===== src/rtl/boa_cache_line_xfer.sv =====
// Line-transfer engine between the cache's external-memory side and a slow word-wide memory.
// Each accepted command moves one full line word by word, as fills (memory->buffer) or writebacks (buffer->memory).
module boa_cache_line_xfer #(
  parameter int alen      = 24,
  parameter int line_size = 16
) (
  input  logic                                clk,
  input  logic                                rst,
  input  logic                                cmd_valid,
  output logic                                cmd_ready,
  input  logic                                cmd_write,
  input  logic [alen-$clog2(line_size)-3:0]   cmd_addr,
  output logic                                done,
  output logic                                lb_re,
  output logic                                lb_we,
  output logic [$clog2(line_size)-1:0]        lb_idx,
  output logic [31:0]                         lb_wdata,
  input  logic [31:0]                         lb_rdata,
  output logic                                xm_re,
  output logic                                xm_we,
  output logic [alen-3:0]                     xm_addr,
  output logic [31:0]                         xm_wdata,
  input  logic                                xm_ready,
  input  logic [31:0]                         xm_rdata
);

  localparam int agrain = $clog2(line_size) + 2;
  localparam int iwidth = $clog2(line_size);
  localparam int aw     = alen - agrain;

  localparam logic [iwidth-1:0] IDX_ZERO = {iwidth{1'b0}};
  localparam logic [iwidth-1:0] IDX_ONE  = {{(iwidth-1){1'b0}}, 1'b1};
  localparam logic [iwidth-1:0] IDX_LAST = {iwidth{1'b1}};

  typedef enum logic [2:0] {
    IDLE   = 3'd0,
    RDBUF  = 3'd1,
    WAITRD = 3'd2,
    XMREQ  = 3'd3,
    DONE   = 3'd4
  } state_t;

  state_t            state_r, state_s;
  logic              write_r, write_s;
  logic [aw-1:0]     addr_r, addr_s;
  logic [iwidth-1:0] idx_r, idx_s;

  logic              cmd_ready_s;
  logic              done_s;
  logic              lb_re_s;
  logic              lb_we_s;
  logic [iwidth-1:0] lb_idx_s;
  logic [31:0]       lb_wdata_s;
  logic              xm_re_s;
  logic              xm_we_s;
  logic [alen-3:0]   xm_addr_s;
  logic [31:0]       xm_wdata_s;

  // Next-state and next-output logic; every output is registered below.
  always_comb begin
    state_s     = state_r;
    write_s     = write_r;
    addr_s      = addr_r;
    idx_s       = idx_r;
    cmd_ready_s = cmd_ready;
    done_s      = 1'b0;
    lb_re_s     = 1'b0;
    lb_we_s     = 1'b0;
    lb_idx_s    = lb_idx;
    lb_wdata_s  = lb_wdata;
    xm_re_s     = xm_re;
    xm_we_s     = xm_we;
    xm_addr_s   = xm_addr;
    xm_wdata_s  = xm_wdata;

    case (state_r)
      IDLE: begin
        cmd_ready_s = 1'b1;
        if (cmd_valid && cmd_ready) begin
          cmd_ready_s = 1'b0;
          write_s     = cmd_write;
          addr_s      = cmd_addr;
          idx_s       = IDX_ZERO;
          if (cmd_write) begin
            state_s  = RDBUF;
            lb_re_s  = 1'b1;
            lb_idx_s = IDX_ZERO;
          end else begin
            state_s   = XMREQ;
            xm_re_s   = 1'b1;
            xm_addr_s = {cmd_addr, IDX_ZERO};
          end
        end else begin
          state_s = IDLE;
        end
      end

      RDBUF: begin
        state_s = WAITRD;
      end

      // Writeback: buffer data has arrived. Fill: this is the one idle cycle between requests.
      WAITRD: begin
        state_s   = XMREQ;
        xm_addr_s = {addr_r, idx_r};
        if (write_r) begin
          xm_we_s    = 1'b1;
          xm_wdata_s = lb_rdata;
        end else begin
          xm_re_s = 1'b1;
        end
      end

      XMREQ: begin
        if (xm_ready) begin
          xm_re_s = 1'b0;
          xm_we_s = 1'b0;
          if (!write_r) begin
            lb_we_s    = 1'b1;
            lb_idx_s   = idx_r;
            lb_wdata_s = xm_rdata;
          end else begin
            lb_we_s = 1'b0;
          end
          if (idx_r == IDX_LAST) begin
            state_s = DONE;
            done_s  = 1'b1;
          end else begin
            idx_s = idx_r + IDX_ONE;
            if (write_r) begin
              state_s  = RDBUF;
              lb_re_s  = 1'b1;
              lb_idx_s = idx_r + IDX_ONE;
            end else begin
              state_s = WAITRD;
            end
          end
        end else begin
          state_s = XMREQ;
        end
      end

      DONE: begin
        state_s     = IDLE;
        cmd_ready_s = 1'b1;
      end

      default: begin
        state_s     = IDLE;
        cmd_ready_s = 1'b1;
        xm_re_s     = 1'b0;
        xm_we_s     = 1'b0;
      end
    endcase
  end

  // State and output registers.
  always_ff @(posedge clk or posedge rst) begin
    if (rst) begin
      state_r   <= IDLE;
      write_r   <= 1'b0;
      addr_r    <= {aw{1'b0}};
      idx_r     <= IDX_ZERO;
      cmd_ready <= 1'b1;
      done      <= 1'b0;
      lb_re     <= 1'b0;
      lb_we     <= 1'b0;
      lb_idx    <= IDX_ZERO;
      lb_wdata  <= 32'h0000_0000;
      xm_re     <= 1'b0;
      xm_we     <= 1'b0;
      xm_addr   <= {(alen-2){1'b0}};
      xm_wdata  <= 32'h0000_0000;
    end else begin
      state_r   <= state_s;
      write_r   <= write_s;
      addr_r    <= addr_s;
      idx_r     <= idx_s;
      cmd_ready <= cmd_ready_s;
      done      <= done_s;
      lb_re     <= lb_re_s;
      lb_we     <= lb_we_s;
      lb_idx    <= lb_idx_s;
      lb_wdata  <= lb_wdata_s;
      xm_re     <= xm_re_s;
      xm_we     <= xm_we_s;
      xm_addr   <= xm_addr_s;
      xm_wdata  <= xm_wdata_s;
    end
  end

  boa_cache_line_xfer_chk #(
    .alen (alen)
  ) u_chk (
    .clk      (clk),
    .rst      (rst),
    .done     (done),
    .lb_re    (lb_re),
    .lb_we    (lb_we),
    .xm_re    (xm_re),
    .xm_we    (xm_we),
    .xm_ready (xm_ready),
    .xm_addr  (xm_addr),
    .xm_wdata (xm_wdata)
  );

endmodule

// Protocol properties of the transfer engine's outputs.
module boa_cache_line_xfer_chk #(
  parameter int alen = 24
) (
  input logic            clk,
  input logic            rst,
  input logic            done,
  input logic            lb_re,
  input logic            lb_we,
  input logic            xm_re,
  input logic            xm_we,
  input logic            xm_ready,
  input logic [alen-3:0] xm_addr,
  input logic [31:0]     xm_wdata
);

  a_xm_excl : assert property (@(posedge clk) disable iff (rst) !(xm_re && xm_we));
  a_lb_excl : assert property (@(posedge clk) disable iff (rst) !(lb_re && lb_we));
  a_done_one : assert property (@(posedge clk) disable iff (rst) done |=> !done);
  a_req_hold : assert property (@(posedge clk) disable iff (rst)
    ((xm_re || xm_we) && !xm_ready) |=>
      ($stable(xm_addr) && $stable(xm_wdata) && $stable(xm_re) && $stable(xm_we)));

endmodule


===== config.mk =====
export PLATFORM = sky130hd
export DESIGN_NAME = boa_cache_line_xfer
export DESIGN_NICKNAME = d
export VERILOG_FILES = /design/src/rtl/boa_cache_line_xfer.sv
export SDC_FILE = /design/constraint.sdc
export NUM_CORES = 1
export LEC_CHECK = 0
export BUFFER_PORTS_ARGS = -buffer_cell sky130_fd_sc_hd__buf_2
export CAP_MARGIN = 10
export CORE_MARGIN = 5
export CORE_UTILIZATION = 45
export CTS_CLUSTER_SIZE = 25
export DETAILED_ROUTE_END_ITERATION = 10
export PLACE_DENSITY = 0.76
export SLEW_MARGIN = 20
export SYNTH_ARGS = -nofsm -noshare
export SYNTH_HDL_FRONTEND = slang
export SYNTH_SLANG_ARGS = --single-unit

===== constraint.sdc =====
create_clock -name clk -period 3.9 [get_ports clk]
set_clock_uncertainty 0.15 [all_clocks]
set_input_delay 0.585 -clock clk [delete_from_list [all_inputs] [get_ports clk]]
set_output_delay 0.585 -clock clk [all_outputs]
set_load 0.05 [all_outputs]

[After elaboration in Yosys (flattened, before gate mapping)]
Cells that the tools add are included.
Storage, ports and cells
  register bits after elaboration: 122
  bits in latches: 0
  bits in writable memories: 0
  bits in read-only memories: 0
  bits of input ports: 87
  memories kept: 0
Cells by class
  add/subtract/negate cells: 1
  multipliers: 0
  divide/modulo/power cells: 0
  magnitude comparators: 0
  eq/ne operators: 12
  shifts and indexed selects: 0
  multiplexer cells: 41
  bitwise operators: 3
  reduce and logical (&&, ||, !) cells: 15
Operator list (number)
  $mux 22: 2
  $pmux 22 s2: 1
  $mux 4: 9
  $mux 1: 17
  $pmux 4 s2: 2
  $ne 2x2->1 const B: 7
  $pmux 3 s4: 1
  $mux 3: 3
  $reduce_and 3->1: 3
  $reduce_and 4->1: 2
  $eq 3x2->1 const B: 2
  $reduce_or 3->1: 2
  $reduce_and 5->1: 1
  $add 4x1->4 const B: 1
  $eq 4x4->1 const B: 1
  $mux 2: 2
  $pmux 1 s2: 2
  $pmux 1 s4: 1
  $reduce_and 2->1: 2
  $reduce_bool 2->1: 2
  $eq 3x1->1 const B: 1
  $eq 3x3->1 const B: 1
  $logic_not 3->1: 1
  $not 1->1: 3
  other kinds (3): 3

[Depth between registers and ports, before layout]
Gate-level depths: netlist of run 1.
  word-level depth: 5
  gate-level depth with buffers: 6
  mapped depth without buffers: 5

[Least setup slack after synthesis of run 1]
No wires, ideal clock.
  kind: reg-to-reg
  from: reg cmd_ready
  to: reg addr_r[10]
  setup time: 0.125 ns
  arrival time: 1.781 ns
  required time: 3.625 ns
  slack: 1.845 ns
  stages on the path, launching flop included: 5
  path buffers: 1
  period minus slack after synthesis: 2.055 ns
  path through: dfstp_2 > nor4bb_4 > and2_2 > buf_6 > mux2_2
Between the ends
  word-level cells in the longest chain between the ends: 2
Ends and longest elaborated chain
  from (decl): RTL line 10  | output logic cmd_ready,
  from (signal assigned): RTL line 179  | cmd_ready <= cmd_ready_s;
  $logic_and 1x1->1: RTL line 79  | if (cmd_valid && cmd_ready) begin
  $reduce_and 2->1 (no line)
  to (signal assigned): RTL line 162  | addr_r <= {aw{1'b0}};
  to (signal assigned): RTL line 177  | addr_r <= addr_s;
  to (decl): RTL line 45  | logic [aw-1:0] addr_r, addr_s;
No other way between the ends.
A chain may end at the register's enable or synchronous reset.

[Worst setup path after layout of run 1]
  from: reg state_r[0]
  to: reg lb_wdata[19]
Between the ends
  word-level cells in the longest chain between the ends: 2
Ends and longest elaborated chain
  from (decl): RTL line 43  | state_t state_r, state_s;
  from (signal assigned): RTL line 175  | state_r <= state_s;
  $eq 3x2->1: RTL line 76  | case (state_r)
  $reduce_and 3->1 (no line)
  to (signal assigned): RTL line 184  | lb_wdata <= lb_wdata_s;
  to (decl): RTL line 17  | output logic [31:0] lb_wdata,
No other way between the ends.

==> metrics.txt, run 1 <==
setup_tns=0 ns; # clock sinks=122; final instance area=0.00666 sq mm; Inserted Clock Buffers=17; Max-Cap Viols=0; antenna viol nets, final=0; EDFF count, synth=0; Die Y=117 um; Critical Path Source Type=flop; Avg Cell Area, Syn=14.2 sq um; post-synth top area share=58.6%; Post-CTS Resized=0; post-synthesis mux area share=23.7%; share of layout cells above drive strength 1=54.7%; Crit Path Category=flop to flop; final WL=11300 um; area grow syn2layout=28.9%; main combinational cell family by area after synthesis=multiplexers; Cell Rows=39; slew of the pin with the lowest slew margin=1.01 ns; fraction of registers with async set/reset=100%; largest net degree at the start of global routing=59; r2r endpoint=lb_wdata[19]; DRC Markers=0; first drt pass iteration count=4; Worst Path Arrival=2.48 ns; DR iter-0 viols=152; gr usage total=16.0%; run status=complete, no violations; register-to-register setup slack=1.55 ns; Synth Area in Simple Gates=5.96%; Seq cells post-synth=122; crit end category=flop; Longest Clk Path Bufs=2; # IOs=183; cts hold-fix bufs=0; compound-cell area share of the yosys netlist=6.68%; Reg2Reg Depth=3; Critical Path RT=4.03 ns; H-tree depth=4; Relative slew margins=32.4%; Vias=3522; vias in the first global route=3429; RD Place Congestion=0.812; initial antenna violation count=0; total grt overflow=0; Tcrit/Tclk final=60.3%; Syn Nets=452; post-DR wirelength/cell=16.1 um; placed inst area=0.00611 sq mm; Final Hold Fails=0; setup violators final=0; nets=634; Die W=117 um; TritonCTS clock tree=built; post-synthesis xor/xnor area fraction=0%; synthesized instance count=364; first-pass GRT wire length=17000 um; RSZ-0062 raised after global routing=false; Hold WC Path Type=primary input to async pin; setup bufs post-CTS=0; Crit Path Max Fanout=33; Period minus WS final=2.35 ns; ys flop type=dfrtp_1; FMAX=0.425 GHz; Final Max Slew Viols=0; RR Startpoint=state_r[0]; synth top area cells=dfrtp_1, mux2_2, mux2_4; clock root cell=clkbuf_16; Vias/cell=5.02; fraction of the mapped netlist area in adder cells=0.242%; Seq/Total Area, Yosys=59.1%; Die ar.=0.0137 sq mm; post-DP HPWL=7990 um; Ant. Diodes=0; Skew-Pair Late Insertion Delay=0.40 ns; port bufs=182; Syn. warnings=0; Synth area leader=dfrtp_1; count of cell types in the netlist=48; clk slew on worst S/H paths=0.05 ns; core area=0.0113 sq mm; Starting Density=45.6%; synthesized area=0.00517 sq mm
## cells in the mapped netlist, types with 2 or more instances
master	count
nand3_1	2
o21ai_1	5
a21boi_0	2
buf_12	3
mux2_2	50
mux2_4	29
nand2_1	26
inv_1	5
a21oi_1	6
nor2_1	5
o21ai_0	23
nor2b_1	3
mux2_1	4
or3_1	2
buf_4	6
nand4_1	2
dfrtp_1	121
a31oi_1	2
o22ai_1	2
buf_6	5
and3_1	2
clkbuf_1	9
a22o_1	6
buf_2	2
nor3_1	2
mux2i_1	18
## logic make-up (layout without fill, tap and decap cells)
group,count (synthesis),in the layout
compound gates,56,56
fa+ha+maj,1,1
flops,122,122
buf+inv,30,224
mux,101,101
simple gates,54,54
## cell type report
type,instances,area (sq um)
clock buffer,23,478
tap,143,179
clock inverter,8,70.1
fill,911,4660
timing repair buffer,188,963
inverter,5,22.5
multi-input combinational,212,1890
sequential,122,3050
## stage by stage
stage / hold slack, ns / worst slack [ns] / cells / utilization, %
detailed placement: 0.316 / 1.48 / 670 / 54.0
global route: 0.0211 / 1.47 / 701 / 58.8
global placement: 0.307 / 1.53 / 669 / 53.9
CTS: 0.0000732 / 1.54 / 701 / 58.8
finish: 0.00712 / 1.55 / 701 / 58.8
floorplan: 0.308 / 1.67 / 364 / -
## cell usage in the layout, fill, tap and decap left out, types with 2 or more instances in the layout
| cell | instances |
|---|---|
| clkinvlp_4 | 3 |
| mux2_1 | 4 |
| nor3_1 | 2 |
| inv_1 | 4 |
| nand4_1 | 2 |
| nand3_1 | 2 |
| nand2_1 | 26 |
| clkbuf_1 | 3 |
| clkbuf_8 | 3 |
| mux2i_1 | 18 |
| a21boi_0 | 2 |
| buf_4 | 5 |
| buf_2 | 182 |
| o21ai_0 | 22 |
| nor2b_1 | 3 |
| a31oi_1 | 2 |
| mux2_4 | 29 |
| nor2_1 | 5 |
| o22ai_1 | 2 |
| and3_1 | 2 |
| mux2_2 | 50 |
| a22o_1 | 6 |
| o21ai_1 | 5 |
| clkbuf_16 | 17 |
| clkinv_2 | 5 |
| dfrtp_1 | 121 |
| a21oi_1 | 6 |
## critical path, stage by stage (launching register included)
cell and delay (ns):
dfrtp_1 0.62, nand3_4 0.12, or3_2 0.87, mux2_4 0.45
## sequential cells by signal, indices dropped and copies added (netlist names), 3 cells and up
register and cells:
xm_wdata 32, state_r 3, idx_r 4, lb_wdata 32, addr_r 18, lb_idx 4
xm_addr 22
## worst max path at each step
stage                     slack (ns)           end        from
final                           1.55  lb_wdata[19]  state_r[0]
after global routing            1.47  lb_wdata[19]  state_r[0]
after CTS                       1.54  lb_wdata[19]  state_r[0]
after detailed placement        1.48  lb_wdata[23]    xm_ready
after global placement          1.53  lb_wdata[17]    xm_ready
after floorplan                 1.67     addr_r[0]         rst
## routing by layer
metal,up-vias,GRT usage [%],wire length (um),part of all wire [%]
met4,0,6.57,156,1.4
met1,1720,19.8,4710,42
met2,135,25.5,5410,48
li1,1655,-,-,-
met5,-,0,0,0
met3,12,5.81,1040,9.2
Power of run 1 is left out: the tool's default activity adds up to more than one toggle a clock period on the data nets, which glitch-free logic cannot reach.
==> inputs of run 2 (changes only) <==
--- a/config.mk
+++ b/config.mk
@@ -8,10 +8,10 @@
 export BUFFER_PORTS_ARGS = -buffer_cell sky130_fd_sc_hd__buf_2
 export CAP_MARGIN = 10
 export CORE_MARGIN = 5
-export CORE_UTILIZATION = 45
+export CORE_UTILIZATION = 50
 export CTS_CLUSTER_SIZE = 25
 export DETAILED_ROUTE_END_ITERATION = 10
-export PLACE_DENSITY = 0.76
+export PLACE_DENSITY = 0.8
 export SLEW_MARGIN = 20
 export SYNTH_ARGS = -nofsm -noshare
 export SYNTH_HDL_FRONTEND = slang
==> constraint.sdc (replaced) <==
create_clock -name clk -period 2.2 [get_ports clk]
set_clock_uncertainty 0.15 [all_clocks]
set_input_delay 0.33 -clock clk [delete_from_list [all_inputs] [get_ports clk]]
set_output_delay 0.33 -clock clk [all_outputs]
set_load 0.05 [all_outputs]
==> metrics.txt, run 2 (synthesis gave the netlist of run 1 again) <==
run status=complete, no violations; Pwr per Cell Area=1790 mW/mm^2; Worst Path Arrival=2.24 ns (-0.24 ns); Hold WC Path Type=primary input to flop; filler cell count=648 (-29%); # IOs=183 (unchanged); gr usage total=24.6% (+8.5 points); Vias=4024 (+14%); setup_tns=0 ns (unchanged); Die W=112 um (-4.7%); biggest regs=lb_wdata: 32 flops, xm_wdata: 32 flops, xm_addr: 22 flops; crit end category=flop; sw frac=46.4%; Cell Rows=37 (-5.1%); Reg2Reg Depth=4 (+1); Final Hold Fails=0 (unchanged); Reg area=0.00305 sq mm (unchanged); share of layout cells above drive strength 1=48.1% (-6.6 points); setup violators final=0 (unchanged); top sig layer=met4; Skew-Pair Late Insertion Delay=0.52 ns (+0.12 ns); RD Place Congestion=0.836 (+3.0%); slew of the pin with the lowest slew margin=0.467 ns (-0.547 ns); maximum VDD drop=1190 uV; Max-Cap Viols=0 (unchanged); first drt pass iteration count=4 (unchanged); DR WL met3=1140 um (+10%); Critical Path Source Type=flop; Longest Clk Path Bufs=2 (unchanged); DRC Markers=0 (unchanged); initial antenna violation count=0 (unchanged); post-DR wirelength/cell=18.6 um (+15%); Cell Int Power=7.34 mW; post-DP HPWL=8970 um (+12%); Overall Power=13.7 mW; Combinational Power Share=50.9%; setup bufs post-CTS=0 (unchanged); H-tree depth=4 (unchanged); Inserted Clock Buffers=17 (unchanged); wl on met1=5560 um (+18%); Vias/cell=5.13 (+2.0%); clk slew on worst S/H paths=0.06 ns (about the same); vias in the first global route=4360 (+27%); met2 WL=7580 um (+40%); nets=724 (+14%); Starting Density=50.7% (+5.1 points); Ant. Diodes=0 (unchanged); core area=0.0102 sq mm (-10%); Tcrit/Tclk final=90.7% (+30 points); Final Max Slew Viols=0 (unchanged); highest-count cells in the layout ignoring fill and taps=buf_2, dfrtp_1, dlygate4sd3_1; DR iter-0 viols=235 (+55%); Die ar.=0.0125 sq mm (-9.2%); area grow syn2layout=47.7%; first-pass GRT wire length=23800 um (+40%); Relative slew margins=68.7% (+36 points); antenna viol nets, final=0 (unchanged); FMAX=0.501 GHz (+18%); Crit Path Max Fanout=33 (unchanged); Period minus WS final=2.00 ns (-0.357 ns); Die Y=112 um (-4.7%); hold path depth=3; TritonCTS clock tree=built; most common cell after layout, fill and taps aside=buf_2; NetSw=6.35 mW; Pleak=3.77 nW; largest net degree at the start of global routing=74 (+25%); clock power share=19.5%; # clock sinks=122 (unchanged); RSZ-0062 raised after global routing=false; port bufs=182 (unchanged); final WL=14600 um (+29%); Critical Path RT=2.45 ns (-1.58 ns); area of the multi-input gates=0.00189 sq mm (unchanged); total grt overflow=0 (unchanged); clock root cell=clkbuf_8; Crit Path Category=flop to flop; Sequential Power Share=29.6%
run 2: worst max-delay path, stage by stage, from the launching register on:
cell	delay, ns
dfrtp_1	0.60
nand3_4	0.11
or3_2	0.46
buf_12	0.21
mux2_4	0.33
run 2: power groups by stage:
stage                     clock [mW]  sequential (mW)  combinational [mW]
after floorplan                    0             6.90                2.38
after global placement             0             3.97                6.66
after detailed placement           0             4.03                6.82
after CTS                       2.72             4.01                6.96
after global routing            2.82             4.19                7.31
final                           2.66             4.05                6.97
run 2: per-stage QoR:
stage,area (sq um),util [%],hold WS [ns],worst slack [ns],cells
2_1_floorplan,5170,-,0.284,0.145,364
3_3_place_gp,6220,61.0,0.298,0.264,669
3_5_place_dp,6220,61.0,0.308,0.237,669
4_1_cts,7630,74.9,0.0250,0.216,785
5_1_grt,7630,74.9,0.0312,0.122,785
6_report,7630,74.9,0.0510,0.204,785
run 2: cell type report:
cell class	instances	share of cell area, %
clock buffers	24	6.30
clock inverters	8	1.21
inverters	5	0.295
multi-input cells	212	24.8
flip-flops and latches	122	40.0
well taps	136	2.23
repair buffers	278	25.1
run 2: path summary, 6_finish.rpt:
| kind | start | end | slack, ns |
|---|---|---|---|
| worst min register to register | xm_we | xm_we | 0.32 |
| worst max register to register | state_r[0] | lb_wdata[15] | 0.20 |
| worst max-delay path | state_r[0] | lb_wdata[15] | 0.20 |
| min in group asynchronous | rst | lb_wdata[4] | 0.37 |
| worst min-delay path | cmd_valid | cmd_ready | 0.05 |
| max in group asynchronous | rst | cmd_ready | 1.15 |
run 2: layer usage:
layer  vias to the layer above  GRT usage (%)
li1                       1841              -
met1                      1973           27.6
met2                       183           42.5
met3                        27           8.80
met4                         0           9.81
met5                         -              0
run 2: timing repair:
item,4_1_cts,5_1_grt
hold buffers,84,0
resized for setup,0,0
endpoints found under the hold margin,222,0
Power figures use the tool's default switching activity.
==> inputs of run 3 (changes only) <==
--- a/config.mk
+++ b/config.mk
@@ -11,7 +11,7 @@
 export CORE_UTILIZATION = 50
 export CTS_CLUSTER_SIZE = 25
 export DETAILED_ROUTE_END_ITERATION = 10
-export PLACE_DENSITY = 0.8
+export PLACE_DENSITY = 0.81
 export SLEW_MARGIN = 20
 export SYNTH_ARGS = -nofsm -noshare
 export SYNTH_HDL_FRONTEND = slang
==> metrics.txt, run 3 (synthesis gave the netlist of run 1 again) <==
Pwr per Cell Area=1790 mW/mm^2 (about the same); Period minus WS final=2.08 ns (+0.0821 ns); core area=0.0102 sq mm (unchanged); FMAX=0.481 GHz (-4.0%); Post-CTS Resized=0 (unchanged); crit end category=flop; Die W=112 um (unchanged); RD Place Congestion=0.837 (about the same); TritonCTS clock tree=built; final instance area=0.00759 sq mm (-0.56%); Max-Cap Viols=0 (unchanged); Skew-Pair Late Insertion Delay=0.50 ns (-0.02 ns); final worst slack=0.122 ns (-0.0821 ns); first-pass GRT wire length=22800 um (-4.3%); Inserted Clock Buffers=17 (unchanged); Final Max Slew Viols=0 (unchanged); Worst Path Arrival=2.31 ns (+0.07 ns); Die Y=112 um (unchanged); share of layout cells above drive strength 1=48.1% (+0.068 points); area grow syn2layout=46.9%; Tcrit/Tclk final=94.5% (+3.7 points); clock root cell=clkbuf_8; maximum VDD drop=1050 uV (-12%); slew of the pin with the lowest slew margin=0.486 ns (+0.0190 ns); dpl cells=666 (-0.45%); Crit Path Category=flop to flop; Hold Slack=0.0714 ns (+0.0204 ns); clk slew on worst S/H paths=0.06 ns (about the same); post-DP HPWL=8370 um (-6.7%); setup_tns=0 ns (unchanged); nets=721 (-0.41%); Vias/cell=5.15 (+0.38%); Pleak=3.75 nW (-0.72%); RSZ-0062 raised after global routing=false; Longest Clk Path Bufs=2 (unchanged); Setup WS pre-CTS=0.139 ns (-0.0981 ns); final WL=13700 um (-5.8%); # clock sinks=122 (unchanged); initial antenna violation count=2 (+2); Vias=4029 (+0.12%); largest net degree at the start of global routing=87 (+18%); biggest regs=lb_wdata: 32 flops, xm_wdata: 32 flops, xm_addr: 22 flops; DR iter-0 viols=273 (+16%); Cell Rows=37 (unchanged); antenna viol nets, final=0 (unchanged); vias in the first global route=4308 (-1.2%); total grt overflow=0 (unchanged); Critical Path RT=2.43 ns (-0.02 ns); Die ar.=0.0125 sq mm (unchanged); Relative slew margins=67.4% (-1.3 points); placed inst area=0.00616 sq mm (-0.97%); setup violators final=0 (unchanged); final design utilization=74.5% (-0.42 points); H-tree depth=4 (unchanged); gr usage total=22.7% (-1.9 points); Starting Density=50.7% (unchanged); most common cell after layout, fill and taps aside=buf_2; Non-Filler Instances=783 (-0.25%); highest-count cells in the layout ignoring fill and taps=buf_2, dfrtp_1, dlygate4sd3_1; Crit Path Max Fanout=21 (-36%); first drt pass iteration count=4 (unchanged); Final Hold Fails=0 (unchanged); run status=complete, no violations; port bufs=182 (unchanged); Hold WC Path Type=primary input to flop; DRC Markers=0 (unchanged); post-DR wirelength/cell=17.6 um (-5.6%); Critical Path Source Type=flop; # IOs=183 (unchanged); Overall Power=13.6 mW (-0.54%)
## run 3: layout make-up
cell class,count,area [sq um]
inverters,5,22.5
fillers,647,2600
diodes,1,2.50
repair buffers,275,1860
clock buffers,22,473
flip-flops and latches,122,3050
clock inverters,10,115
multi-input cells,212,1890
well taps,136,170
## run 3: layer usage
layer,share of wire (%),GRT usage (%),wire length (um),vias up
li1,-,-,-,1831
met1,40,27.0,5460,1973
met2,50,37.7,6920,187
met3,7.2,8.37,991,36
met4,2.6,8.43,359,2
met5,0.095,0,13,-
## run 3: worst max-delay path, cell delays in order, from the launching register on
cell      delay [ns]
dfrtp_1         0.52
nor4bb_4        0.35
and2_2          0.50
o22ai_1         0.17
a22o_1          0.26
## run 3: path summary, 6_finish.rpt
| check | slack [ns] | end | startpoint | depth (start not counted) |
|---|---|---|---|---|
| min in group asynchronous | 0.35 | lb_wdata[5] | rst | 4 |
| worst max-delay path | 0.12 | idx_r[2] | state_r[2] | 4 |
| max in group asynchronous | 1.16 | cmd_ready | rst | 4 |
| worst min-delay path | 0.07 | cmd_ready | cmd_valid | 3 |
| worst max register to register | 0.12 | idx_r[2] | state_r[2] | 4 |
| worst min register to register | 0.32 | xm_we | xm_we | 1 |
## run 3: power by group
part | total, mW | internal [mW] | switching [mW]
clock network | 2.68 | 1.73 | 0.948
registers | 4.03 | 3.35 | 0.678
logic | 6.90 | 2.23 | 4.67
total | 13.6 | 7.31 | 6.30
## run 3: what timing repair did
action | 4_1_cts | 5_1_grt
hold buffers | 84 | 0
buffers inserted | 0 | 0
hold endpoints to repair | 219 | 0
setup endpoints to repair | 0 | 0
